## src/rtl/terminal_pkg.sv

```systemverilog
// terminal_pkg: shared screen geometry, fill code and sequencer state encoding
package terminal_pkg;
  localparam int SCREEN_WIDTH = 80;
  localparam int SCREEN_HEIGHT = 30;
  localparam int VRAM_CELLS = SCREEN_WIDTH * SCREEN_HEIGHT;
  localparam logic [7:0] FILL_CHAR = 8'h20;
  typedef enum logic [2:0] {IDLE, CHAR_WR, CLR_FILL, SCR_RD, SCR_WR, SCR_FILL, FINISH} seq_state_t;
endpackage

```

## src/rtl/vram_cell_counter.sv

```systemverilog
// vram_cell_counter: loadable address up-counter that flags when it sits on its end value
module vram_cell_counter #(
  parameter int ADDR_W = 16
) (
  input  logic              clk,
  input  logic              reset,
  input  logic              load,
  input  logic              inc,
  input  logic [ADDR_W-1:0] start,
  input  logic [ADDR_W-1:0] stop,
  output logic [ADDR_W-1:0] cnt,
  output logic              last
);
  logic [ADDR_W-1:0] stop_q;
  assign last = cnt == stop_q;
  always_ff @(posedge clk or posedge reset)
    if (reset) begin
      cnt <= '0;
      stop_q <= '0;
    end else if (load) begin
      cnt <= start;
      stop_q <= stop;
    end else if (inc) cnt <= cnt + ADDR_W'(1);
endmodule

```

## src/rtl/vram_access_sequencer.sv

```systemverilog
// vram_access_sequencer: arbitrates keyboard writes, screen clear and scroll-up onto the single VRAM port
module vram_access_sequencer
  import terminal_pkg::*;
#(
  parameter int COLS = SCREEN_WIDTH,
  parameter int ROWS = SCREEN_HEIGHT,
  parameter int ADDR_W = 16,
  parameter logic [7:0] FILL_CHAR = terminal_pkg::FILL_CHAR
) (
  input  logic              clk,
  input  logic              reset,
  input  logic              wr_valid,
  output logic              wr_ready,
  input  logic [ADDR_W-1:0] wr_addr,
  input  logic [7:0]        wr_data,
  input  logic              clear_req,
  input  logic              scroll_req,
  output logic              busy,
  output logic              done,
  output logic              vram_we,
  output logic              vram_re,
  output logic [ADDR_W-1:0] vram_addr,
  output logic [7:0]        vram_wdata,
  input  logic [7:0]        vram_rdata
);
  localparam logic [ADDR_W-1:0] CELLS = ADDR_W'(COLS * ROWS);
  localparam logic [ADDR_W-1:0] COPY = ADDR_W'(COLS * (ROWS - 1));
  localparam logic [ADDR_W-1:0] COLS_A = ADDR_W'(COLS);
  seq_state_t state;
  logic clr_p, scr_p, serv_clr, go_clr, go_scr, accept;
  logic cnt_load, cnt_inc, cnt_last;
  logic [ADDR_W-1:0] cnt, cnt_start, cnt_stop, wdata_q_ext;
  logic [7:0] wdata_q;
  assign wr_ready = state == IDLE && !clr_p && !scr_p && !clear_req && !scroll_req && !reset;
  assign accept = wr_valid && wr_ready;
  assign busy = clr_p || scr_p || (state != IDLE && state != CHAR_WR);
  assign go_clr = state == IDLE && clr_p;
  assign go_scr = state == IDLE && !clr_p && scr_p;
  assign cnt_load = go_clr || go_scr || (state == SCR_WR && cnt_last);
  assign cnt_start = state == SCR_WR ? COPY : '0;
  assign cnt_stop = go_scr ? COPY - ADDR_W'(1) : CELLS - ADDR_W'(1);
  assign cnt_inc = (state == CLR_FILL || state == SCR_FILL || state == SCR_WR) && !cnt_last;
  // read data arrives during SCR_WR, so the copy path bypasses the data register
  assign vram_wdata = state == SCR_WR ? vram_rdata : wdata_q;
  assign wdata_q_ext = '0;
  vram_cell_counter #(.ADDR_W(ADDR_W)) u_dst (
    .clk(clk), .reset(reset), .load(cnt_load), .inc(cnt_inc),
    .start(cnt_start), .stop(cnt_stop), .cnt(cnt), .last(cnt_last)
  );
  always_ff @(posedge clk or posedge reset)
    if (reset) begin
      state <= IDLE;
      clr_p <= 1'b0;
      scr_p <= 1'b0;
      serv_clr <= 1'b0;
      done <= 1'b0;
      vram_we <= 1'b0;
      vram_re <= 1'b0;
      vram_addr <= '0;
      wdata_q <= '0;
    end else begin
      done <= 1'b0;
      clr_p <= clear_req || (clr_p && !(state == FINISH && serv_clr));
      scr_p <= scroll_req || (scr_p && !(state == FINISH && !serv_clr));
      case (state)
        IDLE:
          if (go_clr) begin
            state <= CLR_FILL;
            serv_clr <= 1'b1;
            vram_we <= 1'b1;
            vram_addr <= wdata_q_ext;
            wdata_q <= FILL_CHAR;
          end else if (go_scr) begin
            state <= SCR_RD;
            serv_clr <= 1'b0;
            vram_re <= 1'b1;
            vram_addr <= COLS_A;
          end else if (accept && wr_addr < CELLS) begin
            state <= CHAR_WR;
            vram_we <= 1'b1;
            vram_addr <= wr_addr;
            wdata_q <= wr_data;
          end
        CHAR_WR: begin
          state <= IDLE;
          vram_we <= 1'b0;
        end
        CLR_FILL, SCR_FILL:
          if (cnt_last) begin
            state <= FINISH;
            vram_we <= 1'b0;
            done <= 1'b1;
          end else vram_addr <= cnt + ADDR_W'(1);
        SCR_RD: begin
          state <= SCR_WR;
          vram_re <= 1'b0;
          vram_we <= 1'b1;
          vram_addr <= cnt;
        end
        SCR_WR:
          if (cnt_last) begin
            state <= SCR_FILL;
            vram_addr <= COPY;
            wdata_q <= FILL_CHAR;
          end else begin
            state <= SCR_RD;
            vram_we <= 1'b0;
            vram_re <= 1'b1;
            vram_addr <= cnt + COLS_A + ADDR_W'(1);
          end
        default: state <= IDLE;
      endcase
    end
endmodule
```

## config.mk

```make
export PLATFORM = sky130hd
export DESIGN_NAME = vram_access_sequencer
export DESIGN_NICKNAME = d
export VERILOG_FILES = /design/src/rtl/terminal_pkg.sv /design/src/rtl/vram_cell_counter.sv /design/src/rtl/vram_access_sequencer.sv
export SDC_FILE = /design/constraint.sdc
export NUM_CORES = 1
export LEC_CHECK = 0
export CELL_PAD_IN_SITES_DETAIL_PLACEMENT = 1
export CELL_PAD_IN_SITES_GLOBAL_PLACEMENT = 1
export CORE_ASPECT_RATIO = 0.5
export CORE_MARGIN = 3
export CORE_UTILIZATION = 45
export CTS_CLUSTER_DIAMETER = 40
export DETAILED_ROUTE_END_ITERATION = 6
export HOLD_SLACK_MARGIN = 0.05
export PLACE_DENSITY = 0.88
export SYNTH_ARGS = -nofsm -noshare
export SYNTH_HDL_FRONTEND = slang
export SYNTH_HIERARCHICAL = 1
export SYNTH_SLANG_ARGS = --single-unit
```

## constraint.sdc

```tcl
create_clock -name clk -period 4.7 [get_ports clk]
set_input_delay 0.94 -clock clk [delete_from_list [all_inputs] [get_ports clk]]
set_output_delay 0.94 -clock clk [all_outputs]
set_load 0.01 [all_outputs]
```

After elaboration in Yosys (flattened, before gate mapping):

Index checks and enable logic that the tools add are counted.

* output and inout bits: 29
* bits of input ports: 37
* flip-flop bits (word level): 65

* equality and inequality tests: 17
* add/subtract/negate cells: 3
* mux-type cells: 36
* reductions and logical operators: 48
* $lt $le $gt $ge: 1

Operators with widths (number)
* $mux W16: 7
* $pmux W16 S4: 1
* $mux W8: 5
* $add A16 B1 Y16 const B: 2
* $add A16 B7 Y16 const B: 1
* $eq A16 B16 Y1: 1
* $logic_and A1 B1 Y1: 16
* $lt A16 B12 Y1 const B: 1
* $pmux W8 S2: 1
* $mux W3: 5
* $mux W1: 12
* $mux W12: 1
* $ne A2 B2 Y1 const B: 6
* $pmux W3 S4: 1
* $eq A3 B3 Y1 const B: 3
* $logic_not A1 Y1: 9
* $logic_or A1 B1 Y1: 8
* $reduce_and A4 Y1: 2
* $mux W7: 1
* $eq A3 B2 Y1 const B: 2
* $reduce_bool A2 Y1: 3
* $reduce_bool A3 Y1: 2
* $pmux W1 S5: 1
* $reduce_and A5 Y1: 1
* 12 further kinds: 13

Depth between registers and ports, before layout:

Gate-level depths: netlist (run 1).

* depth after elaboration: 12
* depth in mapped cells: 11
* depth with buffers taken out: 8

By module:

Netlist (run 1), hierarchy kept.

By module, submodules not included
* vram_access_sequencer: sequential area each 825.8 sq um, area an instance 2645.0 sq um, times used 1, cells each 333
* vram_cell_counter: sequential area each 800.8 sq um, area an instance 1710.4 sq um, times used 1, cells each 160

Worst setup path before layout (run 1):

OpenSTA, ideal clock, no wires.

* path kind: input -> register
* start: input reset
* end: register wdata_q[5]
* data required time: 4.575 ns
* library setup time: 0.125 ns
* buffers on the path: 0
* path slack: 1.571 ns
* arrival: 3.004 ns
* cell stages on the path: 5
* cells stage by stage: inv_1 -> and4_4 -> a21oi_2 -> nor4_4 -> mux2_4

* longest elaborated chain between the ends: 6

RTL lines
* from (decl): line vram_access_sequencer.sv:11 `input logic reset,`
* $logic_not A1 Y1 (no source line)
* $logic_and A1 B1 Y1: line vram_access_sequencer.sv:34 `assign wr_ready = state == IDLE && !clr_p && !scr_p && !clear_req && !scroll_req && !reset;`
* $logic_and A1 B1 Y1: line vram_access_sequencer.sv:35 `assign accept = wr_valid && wr_ready;`
* $logic_and A1 B1 Y1: line vram_access_sequencer.sv:78 `end else if (accept && wr_addr < CELLS) begin`
* $ne A3 B2 Y1 (no source line)
* $reduce_and A4 Y1 (no source line)
* to (signal assigned): line vram_access_sequencer.sv:82 `wdata_q <= wr_data;`
* to (decl): line vram_access_sequencer.sv:33 `logic [7:0] wdata_q;`

Every way passes these cells.
A chain may end at the register's enable or synchronous reset.

Worst setup path in the final report (run 1):

* start: register state[2]
* end: output vram_wdata[5]

* longest elaborated chain between the ends: 2

RTL lines
* from (decl): line vram_access_sequencer.sv:29 `seq_state_t state;`
* from (signal assigned): line vram_access_sequencer.sv:52 `state <= IDLE;`
* from (signal assigned): line vram_access_sequencer.sv:68 `state <= CLR_FILL;`
* from (signal assigned): line vram_access_sequencer.sv:74 `state <= SCR_RD;`
* $eq A3 B3 Y1: line vram_access_sequencer.sv:44 `assign vram_wdata = state == SCR_WR ? vram_rdata : wdata_q;`
* $mux W8: line vram_access_sequencer.sv:44
* to (decl): line vram_access_sequencer.sv:23 `output logic [7:0] vram_wdata,`

Every way passes these cells.

==> results of run 1 <==
kinds of logic (layout without fill, tap and decap cells):
group	Yosys count	in the layout	synth area share [%]
muxes	31	31	7.814
DFF	65	65	37.35
adders and majority gates	2	2	0.5745
buffers and inverters	58	116	5.774
other	2	27	0.1724
and+or+nand+nor	163	163	20.17
AOI/OAI and AO/OA	127	127	19.10
xor gates and xnor gates	45	45	9.049
cell type report:
type	count	area share (%)
well taps	130	2.944
flip-flops and latches	65	29.44
multi-input cells	395	47.01
inverters	26	1.766
clock inverters	4	1.381
clock buffers	12	4.461
repair buffers	74	13.00
placed cells by master (no fill, tap or decap), drive strengths merged, types with 10 or more instances in the layout:
master	synthesis	routed
nor3	11	11
o21ai	37	37
clkbuf	22	12
nand2	62	62
mux2i	10	10
a21oi	29	29
mux2	21	21
dfrtp	65	65
clkdlybuf4s50	0	65
xor2	10	10
nand3	12	12
xnor2	35	35
nor2	23	23
nand4	13	13
inv	26	26
conb	2	27
worst max path at each step:
stage	slack, ns	to	startpoint
global route	0.92	vram_wdata[5]	state[2]$_DFFE_PP0P_
detailed placement	1.26	wr_ready	reset
finish	1.05	vram_wdata[5]	state[2]$_DFFE_PP0P_
floorplan	1.57	wdata_q[5]$_DFFE_PP0P_	reset
CTS	1.08	vram_wdata[5]	state[2]$_DFFE_PP0P_
global placement	1.30	wr_ready	reset
metrics by stage:
stage | std cells | hold WS (ns)
global route | 706 | 0.5233
CTS | 706 | 0.4858
detailed placement | 690 | 0.4735
global placement | 690 | 0.4628
floorplan | 518 | 0.4779
finish | 706 | 0.4770
metal layers:
layer / share of wire (%) / wire [um] / GRT usage, %
met2: 48 / 6974 / 48.03
met4: 2.4 / 348 / 9.884
met1: 43 / 6255 / 33.59
met3: 6.3 / 913 / 7.011
met5: 0 / 0 / 0
registers in the layout, indices dropped and copies added, names as in the netlist:
name          count
vram_re           1
state             3
u_dst/stop_q     16
scr_p             1
vram_addr        16
done              1
u_dst/cnt        16
wdata_q           8
serv_clr          1
clr_p             1
vram_we           1
power groups by stage:
stage | combinational [mW] | clock (mW) | sequential, mW
floorplan | 0.547 | 0 | 0.871
global placement | 0.731 | 0 | 0.984
detailed placement | 0.764 | 0 | 0.998
CTS | 0.788 | 0.745 | 0.990
global route | 0.861 | 0.769 | 1.03
finish | 0.786 | 0.735 | 1.01
worst reg2reg max path, delay by kind of cell, from the launching register on:
kind / cells / cell delay [ns]
flip-flops: 1 / 0.72
buffers and inverters: 2 / 0.40
XOR/XNOR: 1 / 0.22
AO/OA/AOI/OAI: 2 / 0.68
AND/OR/NAND/NOR: 2 / 0.47
multiplexers: 1 / 0.35
==> metrics.md, run 1 <==
| Metric | Value |
|---|---|
| HP Start | vram_addr[1]$_DFFE_PP0P_ |
| DRT iter0 DRCs | between 300 and 400 |
| Sw Share | a little over a third |
| Post-synth top cells | dfrtp_1 (65), nand2_1 (62), xnor2_1 (35) |
| R2r setup slk | roughly 1.7 ns |
| Worst path top cell family by delay | buffers and inverters |
| P per Cell Area | ~460 nW/um2 |
| H-tree depth | 3 |
| Clock power share | between 20% and 30% |
| Sequential share of the synthesized area | 37.35% |
| Start of the worst register-to-register path | u_dst/cnt[7]$_DFFE_PP0P_ |
| Hold Vio Cnt, Final | 0 |
| Status | completed |
| MaxCap Viol Count | 0 |
| Root Driver | clkbuf_16 |
| Syn Inst Count | roughly 500 |
| Via Count | 4170 |
| Final setup viols | 0 |
| CTS tree | built |
| CORE AREA | ~9000 um2 |
| Flip-flop and latch count after synthesis | 65 |
| Num rows | 24 |
| Final period util | 77.56% |
| Clock-pin slew on the worst setup and hold paths | 0.05 ns |
| WHS Endpoint | vram_addr[1]$_DFFE_PP0P_ |
| Cts hold-fix bufs | 0 |
| Nets | approximately 600 |
| Initial Utilization | between 40% and 50% |
| Pre-antenna DRT Iters | 5 |
| Routability Congestion | around 0.91 |
| CTS-repair resized insts | 0 |
| YS warnings | 6 |
| Die footprint | approximately 11000 um2 |
| Layout cells sized above 1 | 10.42% |
| GR Overflow Total | 0 |
| Clock Latency Late Sink | between 0.3 and 0.4 ns |
| Post-synthesis area per instance | 8.835 um2 |
| Crit path max-delay cell type | dfrtp_1 |
| Final min period | 3.645 ns |
| Initial antenna violation count | 0 |
| Dpl hpwl | roughly 9600 um |
| I/O pin count | 66 |
| Clk_skew | 0.006713 ns |
| Num CTS Buffers | 9 |
| Setup Fix Bufs, Post-CTS | 0 |
| Static leakage | 2.164 nW |
| Finished layout cell area | approximately 5500 um2 |
| DRC Markers | 0 |
| EDFF count, synth | 0 |
| Maximum clock insertion buffer count | 2 |
| First-pass GRT wire length | 23690 um |
| Yosys cell types | just over 70 |
| Leading area contributor after synthesis | dfrtp_1 |
| Sink Count | 65 |
| Area occupied by multi-input gates | approximately 2600 um2 |
| Slew Viols, Final | 0 |
| Dpl ws | around 1.3 ns |
| Post-synth top area share | 37.35% |
| Die Wd | ~150 um |
| Count of input and output buffers | 65 |
| Ant. Diodes | 0 |
| Count leader, synth | dfrtp_1 |
| Power Total | approximately 2.5 mW |
| Cell Area, Placed | between 5000 and 6000 um2 |
| Sequential share of power | 39.8% |
| Area growth syn-to-layout | 26.86% |
| Post-synth top flop | dfrtp_1 |
| Worst Tran Pin Value | 1.027 ns |
| R2R Path End | vram_addr[3]$_DFFE_PP0P_ |
| Ordered cell list for the critical path | nand2b_1 > nor2_1 > buf_4 > mux2_2 > clkdlybuf4s50_1 |
| Routed WL per cell | just over 20 um |
| Leading post-synthesis cells by cell area | dfrtp_1 (37%), xnor2_1 (7.0%), nand2_1 (5.3%) |
| Total Wirelength | between 10000 and 15000 um |
| Hold WC Path Type | reg -> reg |
| CP max FO | 23 |
| FILL cells | around 1100 |
| Fmax | about 270 MHz |
| Fin util | a little over 60% |
| RSZ-0062 raised after global routing | no |
| Largest stage delay, worst path | about 0.73 ns |
| Register Area | 1627 um2 |
| Max VDD drop | 0.0002090 V |
| Post-synth ARST share | 100.0% |
| Largest net degree at the start of global routing | 49 |
| Worst setup path category | reg -> out |
| Drt via density | around 6 |
| Critical Path Sink Type | output pin |
| Antenna-violating nets left | 0 |
| Synth Cell Area | roughly 4400 um2 |
| Die Span Y | roughly 76 um |
| P_int | around 1.6 mW |
| Psw | about 0.92 mW |
| Logic gate share of total power | a little under a third |
| Worst path depth | 5 |
| Setup TNS Final | 0 ns |
| Worst Path Required | 3.76 ns |
| Worst-case reg-to-reg path depth | 8 |
| Number of global-route vias before repair | around 4500 |
| Worst setup margin | roughly 1.1 ns |
| Crit path DAT | about 2.7 ns |
| Slew Limit Headroom | 31.54% |
| GRT Total Usage | roughly 27% |
| Critical Path Start Type | register |
| Hold depth | 2 |
| Worst path buffer plus inverter count | 2 |
Note: power is estimated with default switching activity, not from simulation.
==> inputs of run 2 (changes only) <==
--- a/config.mk
+++ b/config.mk
@@ -9,11 +9,11 @@
 export CELL_PAD_IN_SITES_GLOBAL_PLACEMENT = 1
 export CORE_ASPECT_RATIO = 0.5
 export CORE_MARGIN = 3
-export CORE_UTILIZATION = 45
+export CORE_UTILIZATION = 38
 export CTS_CLUSTER_DIAMETER = 40
 export DETAILED_ROUTE_END_ITERATION = 6
 export HOLD_SLACK_MARGIN = 0.05
-export PLACE_DENSITY = 0.88
+export PLACE_DENSITY = 0.79
 export SYNTH_ARGS = -nofsm -noshare
 export SYNTH_HDL_FRONTEND = slang
 export SYNTH_HIERARCHICAL = 1
==> constraint.sdc (replaced) <==
create_clock -name clk -period 2.95 [get_ports clk]
set_input_delay 0.59 -clock clk [delete_from_list [all_inputs] [get_ports clk]]
set_output_delay 0.59 -clock clk [all_outputs]
set_load 0.01 [all_outputs]
==> metrics.md, run 2 (synthesis gave the netlist of run 1 again) <==
| Metric | Value |
|---|---|
| Nets | 639 |
| Routability Congestion | approximately 0.85 |
| Die footprint | approximately 13000 um2 |
| Clk_skew | 0.005132 ns |
| H-tree depth | 3 |
| CP max FO | 23 |
| Cell Area, Placed | 5458 um2 |
| Crit path DAT | between 2 and 2.5 ns |
| Cts hold-fix bufs | 0 |
| Area growth syn-to-layout | 32.66% |
| Largest regs | u_dst/cnt: 16 flops, u_dst/stop_q: 16 flops, vram_addr: 16 flops |
| Layout cells sized above 1 | between 15 and 20% |
| Num CTS Buffers | 9 |
| FILL cells | 1224 |
| P per Cell Area | 714.5 nW/um2 |
| Fmax | around 360 MHz |
| Routed WL per cell | ~20 um |
| CTS-repair resized insts | 0 |
| Hold WC Path Type | reg -> reg |
| Finished layout cell area | around 5800 um2 |
| GR Overflow Total | 0 |
| GRT Total Usage | 23.78% |
| CORE AREA | approximately 11000 um2 |
| Clock-pin slew on the worst setup and hold paths | roughly 0.060 ns |
| Largest stage delay, worst path | between 0.4 and 0.5 ns |
| MaxCap Viol Count | 0 |
| Sink Count | 65 |
| Dpl ws | ~0.30 ns |
| Number of global-route vias before repair | roughly 4400 |
| Root Driver | clkbuf_16 |
| Final setup viols | 0 |
| Initial antenna violation count | 0 |
| DRC Markers | 0 |
| Die Wd | 157.4 um |
| Drt via density | between 5 and 6 |
| Hold depth | 2 |
| Status | completed |
| First-pass GRT wire length | between 20000 and 25000 um |
| Ordered cell list for the critical path | nand2b_1 > nor2_1 > buf_4 > mux2_2 > clkdlybuf4s50_1 |
| Critical Path Start Type | register |
| CTS tree | built |
| Count of input and output buffers | 65 |
| Slew Viols, Final | 0 |
| Die Span Y | ~82 um |
| Largest net degree at the start of global routing | 33 |
| Max VDD drop | around 0.00035 V |
| Setup Fix Bufs, Post-CTS | 0 |
| Worst setup margin | roughly 0.16 ns |
| Crit path max-delay cell type | clkdlybuf4s50_1 |
| I/O pin count | 66 |
| Hold Vio Cnt, Final | 0 |
| Dpl hpwl | 10300 um |
| Worst Path Required | approximately 2.4 ns |
| Final min period | 2.788 ns |
| Initial Utilization | 40.82% |
| Worst-case reg-to-reg path depth | 8 |
| Pre-antenna DRT Iters | 5 |
| Fin util | about 54% |
| Critical Path Sink Type | output pin |
| Static leakage | about 2.3 nW |
| RSZ-0062 raised after global routing | no |
| Maximum clock insertion buffer count | 2 |
| Setup TNS Final | 0 ns |
| Most frequent cells in the layout | dfrtp_1 (65), clkdlybuf4s50_1 (65), nand2_1 (62) |
| Worst setup path category | reg -> out |
| Slew Limit Headroom | approximately a quarter |
| Via Count | approximately 4200 |
| Antenna-violating nets left | 0 |
| DRT iter0 DRCs | approximately 360 |
| Final period util | 94.52% |
| Ant. Diodes | 0 |
| Total Wirelength | about 15000 um |
| Worst Tran Pin Value | ~1.1 ns |
| Clock Latency Late Sink | around 0.34 ns |
| Num rows | 26 |
[run 2: cell types whose count changed in the layout (fill, tap and decap cells not counted)]
cell,before,now
clkinv_2,0,2
clkbuf_1,2,0
buf_12,0,2
buf_4,9,36
clkbuf_8,1,0
clkinv_4,1,2
[run 2: final timing paths]
kind	from	end	slack [ns]
max	state[1]$_DFFE_PP0P_	vram_wdata[5]	0.16
min	vram_addr[4]$_DFFE_PP0P_	vram_addr[4]$_DFFE_PP0P_	0.48
max reg2reg	u_dst/stop_q[4]$_DFFE_PP0P_	vram_addr[3]$_DFFE_PP0P_	0.32
min reg2reg	vram_addr[4]$_DFFE_PP0P_	vram_addr[4]$_DFFE_PP0P_	0.48
max in group asynchronous	reset	state[2]$_DFFE_PP0P_	1.71
min in group asynchronous	reset	clr_p$_DFF_PP0_	0.52
[run 2: worst max-delay path: cells and delay by family (launching register included)]
kind | cells | cell delay, ns
mux | 1 | 0.37
buf+inv | 2 | 0.77
flops | 1 | 0.44
simple gates | 2 | 0.29
[run 2: per-stage QoR]
step           instances  total power, mW  hold slack (ns)
6_report             745            4.128           0.4816
5_1_grt              745            4.370           0.5180
4_1_cts              745            4.145           0.4861
3_5_place_dp         729            2.946           0.4729
3_3_place_gp         729            2.889           0.4613
2_1_floorplan        518            2.259           0.4779
[run 2: power breakdown]
part           leakage, nW  switching (mW)  internal, mW  total, mW
Combinational         1.39           0.915         0.763       1.68
Sequential           0.769           0.161          1.13       1.29
Clock                0.155           0.422         0.739       1.16
Total                 2.32            1.50          2.63       4.13
[run 2: area by class of cell]
cell class              instances  area (um2)  area share [%]
inverters                      26       97.59           1.689
multi-input cells             395        2597           44.95
clock buffers                   9       225.2           3.898
flip-flops and latches         65        1627           28.15
clock inverters                 7       95.09           1.646
well taps                     140       175.2           3.032
repair buffers                103       960.9           16.63
[run 2: per-layer routing]
layer	part of all wire, %	vias up	track usage, %
li1	-	1963	-
met1	45	2132	30.29
met2	48	128	41.37
met3	5.5	24	4.947
met4	1.9	0	7.013
met5	0	-	0
==> inputs of run 3 (changes only) <==
--- a/config.mk
+++ b/config.mk
@@ -8,7 +8,6 @@
 export CELL_PAD_IN_SITES_DETAIL_PLACEMENT = 1
 export CELL_PAD_IN_SITES_GLOBAL_PLACEMENT = 1
 export CORE_ASPECT_RATIO = 0.5
-export CORE_MARGIN = 3
 export CORE_UTILIZATION = 38
 export CTS_CLUSTER_DIAMETER = 40
 export DETAILED_ROUTE_END_ITERATION = 6
==> metrics.md, run 3 (synthesis gave the netlist of run 1 again) <==
| Metric | Value |
|---|---|
| Status | completed |
| Setup TNS Final | 0 ns |
| Cell Area, Placed | between 5000 and 6000 um2 |
| Static leakage | roughly 2.3 nW |
| Critical Path Sink Type | output pin |
| Final min period | between 2 and 3 ns |
| Number of global-route vias before repair | 4515 |
| Worst-case reg-to-reg path depth | 9 |
| Fmax | roughly 350 MHz |
| Largest net degree at the start of global routing | 33 |
| Finished layout cell area | 5776 um2 |
| GRT Total Usage | between 20% and 30% |
| Root Driver | clkbuf_16 |
| Psw | between 1.5 and 2 mW |
| HP Start | vram_addr[4]$_DFFE_PP0P_ |
| R2r setup slk | between 0.1 and 0.15 ns |
| Setup Fix Bufs, Post-CTS | 0 |
| Power Total | 4.070 mW |
| Die Wd | between 150 and 200 um |
| Cts hold-fix bufs | 0 |
| Drt via density | approximately 5.7 |
| Initial Utilization | 39.31% |
| Pre-antenna DRT Iters | 5 |
| Total Wirelength | between 10000 and 15000 um |
| R2R Path End | u_dst/cnt[15]$_DFFE_PP0P_ |
| Sink Count | 65 |
| Die footprint | approximately 12000 um2 |
| Num rows | 27 |
| Die Span Y | 77.70 um |
| GR Overflow Total | 0 |
| DRC Markers | 0 |
| RSZ-0062 raised after global routing | no |
| Start of the worst register-to-register path | u_dst/cnt[15]$_DFFE_PP0P_ |
| H-tree depth | 3 |
| CP max FO | 12 |
| Count of input and output buffers | 65 |
| Routed WL per cell | between 15 and 20 um |
| Clock Latency Late Sink | roughly 0.35 ns |
| Clock power share | 26.6% |
| Area growth syn-to-layout | 32.61% |
| Largest regs | u_dst/cnt: 16 flops, u_dst/stop_q: 16 flops, vram_addr: 16 flops |
| Crit path DAT | between 2 and 2.5 ns |
| Via Count | ~4300 |
| Worst setup path category | reg -> out |
| P_int | roughly 2.5 mW |
| CTS tree | built |
| Hold WC Path Type | reg -> reg |
| Final period util | 97.95% |
| WHS Endpoint | vram_addr[4]$_DFFE_PP0P_ |
| Fin util | between 50% and 60% |
| MaxCap Viol Count | 0 |
| Final setup viols | 0 |
| Slew Limit Headroom | about a quarter |
| First-pass GRT wire length | approximately 24000 um |
| Sequential share of power | 31.6% |
| Nets | 638 |
| Dpl hpwl | 10200 um |
| Slew Viols, Final | 0 |
| Critical Path Start Type | register |
| Logic gate share of total power | about two fifths |
| Maximum clock insertion buffer count | 2 |
| Antenna-violating nets left | 0 |
| DRT iter0 DRCs | between 300 and 400 |
| Initial antenna violation count | 0 |
| P per Cell Area | slightly above 700 nW/um2 |
| Worst Path Required | 2.36 ns |
| Hold depth | 2 |
| Layout cells sized above 1 | 15.23% |
| Ant. Diodes | 0 |
| Clock-pin slew on the worst setup and hold paths | 0.06 ns |
| Worst Tran Pin Value | 1.142 ns |
| Num CTS Buffers | 9 |
| CORE AREA | 11080 um2 |
| Sw Share | between 30% and 40% |
| Routability Congestion | 0.8451 |
| Clk_skew | about 0.0077 ns |
| Hold Vio Cnt, Final | 0 |
| Max VDD drop | between 0.0002 and 0.0003 V |
| I/O pin count | 66 |
| Most frequent cells in the layout | dfrtp_1 (65), clkdlybuf4s50_1 (65), nand2_1 (62) |
==> run 3: timing repair <==
| item | in CTS | in global routing |
|---|---|---|
| endpoints found under the setup margin | 1 | 1 |
| resized for setup | 1 | 3 |
| gates cloned | 0 | 1 |
| pin swaps | 0 | 1 |
==> run 3: layout make-up <==
| type | count | area [um2] |
|---|---|---|
| fillers | 1299 | 5305 |
| multi-input cells | 395 | 2608 |
| flip-flops and latches | 65 | 1627 |
| repair buffers | 102 | 967.2 |
| clock buffers | 9 | 225.2 |
| well taps | 145 | 181.4 |
| inverters | 26 | 97.59 |
| clock inverters | 7 | 70.07 |
==> run 3: power groups by stage <==
stage	clock network, mW	logic, mW	registers [mW]
2_1_floorplan	0	0.872	1.39
3_3_place_gp	0	1.61	1.28
3_5_place_dp	0	1.66	1.31
4_1_cts	1.11	1.68	1.29
5_1_grt	1.14	1.80	1.32
6_report	1.08	1.70	1.29
==> run 3: worst max-delay path by stage <==
stage	endpoint	cells after the start	from
global route	u_dst/cnt[15]$_DFFE_PP0P_	9	u_dst/cnt[15]$_DFFE_PP0P_
detailed placement	u_dst/cnt[12]$_DFFE_PP0P_	9	u_dst/cnt[15]$_DFFE_PP0P_
floorplan	wdata_q[5]$_DFFE_PP0P_	5	reset
CTS	vram_wdata[5]	6	state[1]$_DFFE_PP0P_
finish	vram_wdata[5]	6	state[1]$_DFFE_PP0P_
global placement	wr_ready	4	reset
==> run 3: stage by stage <==
step | std cells | worst slack [ns] | hold slack (ns)
final | 749 | 0.06053 | 0.4731
after global routing | 749 | 0.007226 | 0.5301
after CTS | 748 | 0.001007 | 0.4790
after detailed placement | 732 | 0.2415 | 0.4667
after global placement | 732 | 0.3503 | 0.4606
after floorplan | 518 | 0.1710 | 0.4779
==> run 3: layer usage <==
metal / up-vias / wire, um / track usage [%]
li1: 1965 / - / -
met1: 2156 / 6532 / 32.25
met2: 148 / 7143 / 44.02
met3: 29 / 860 / 5.251
met4: 0 / 329 / 9.800
met5: - / 0 / 0
==> run 3: critical path: stages (launching register included) <==
cell and delay (ns):
dfrtp_1 0.39, buf_4 0.17, nand2b_2 0.25, nor2_4 0.17, buf_6 0.16, mux2_2 0.33, clkdlybuf4s50_1 0.48
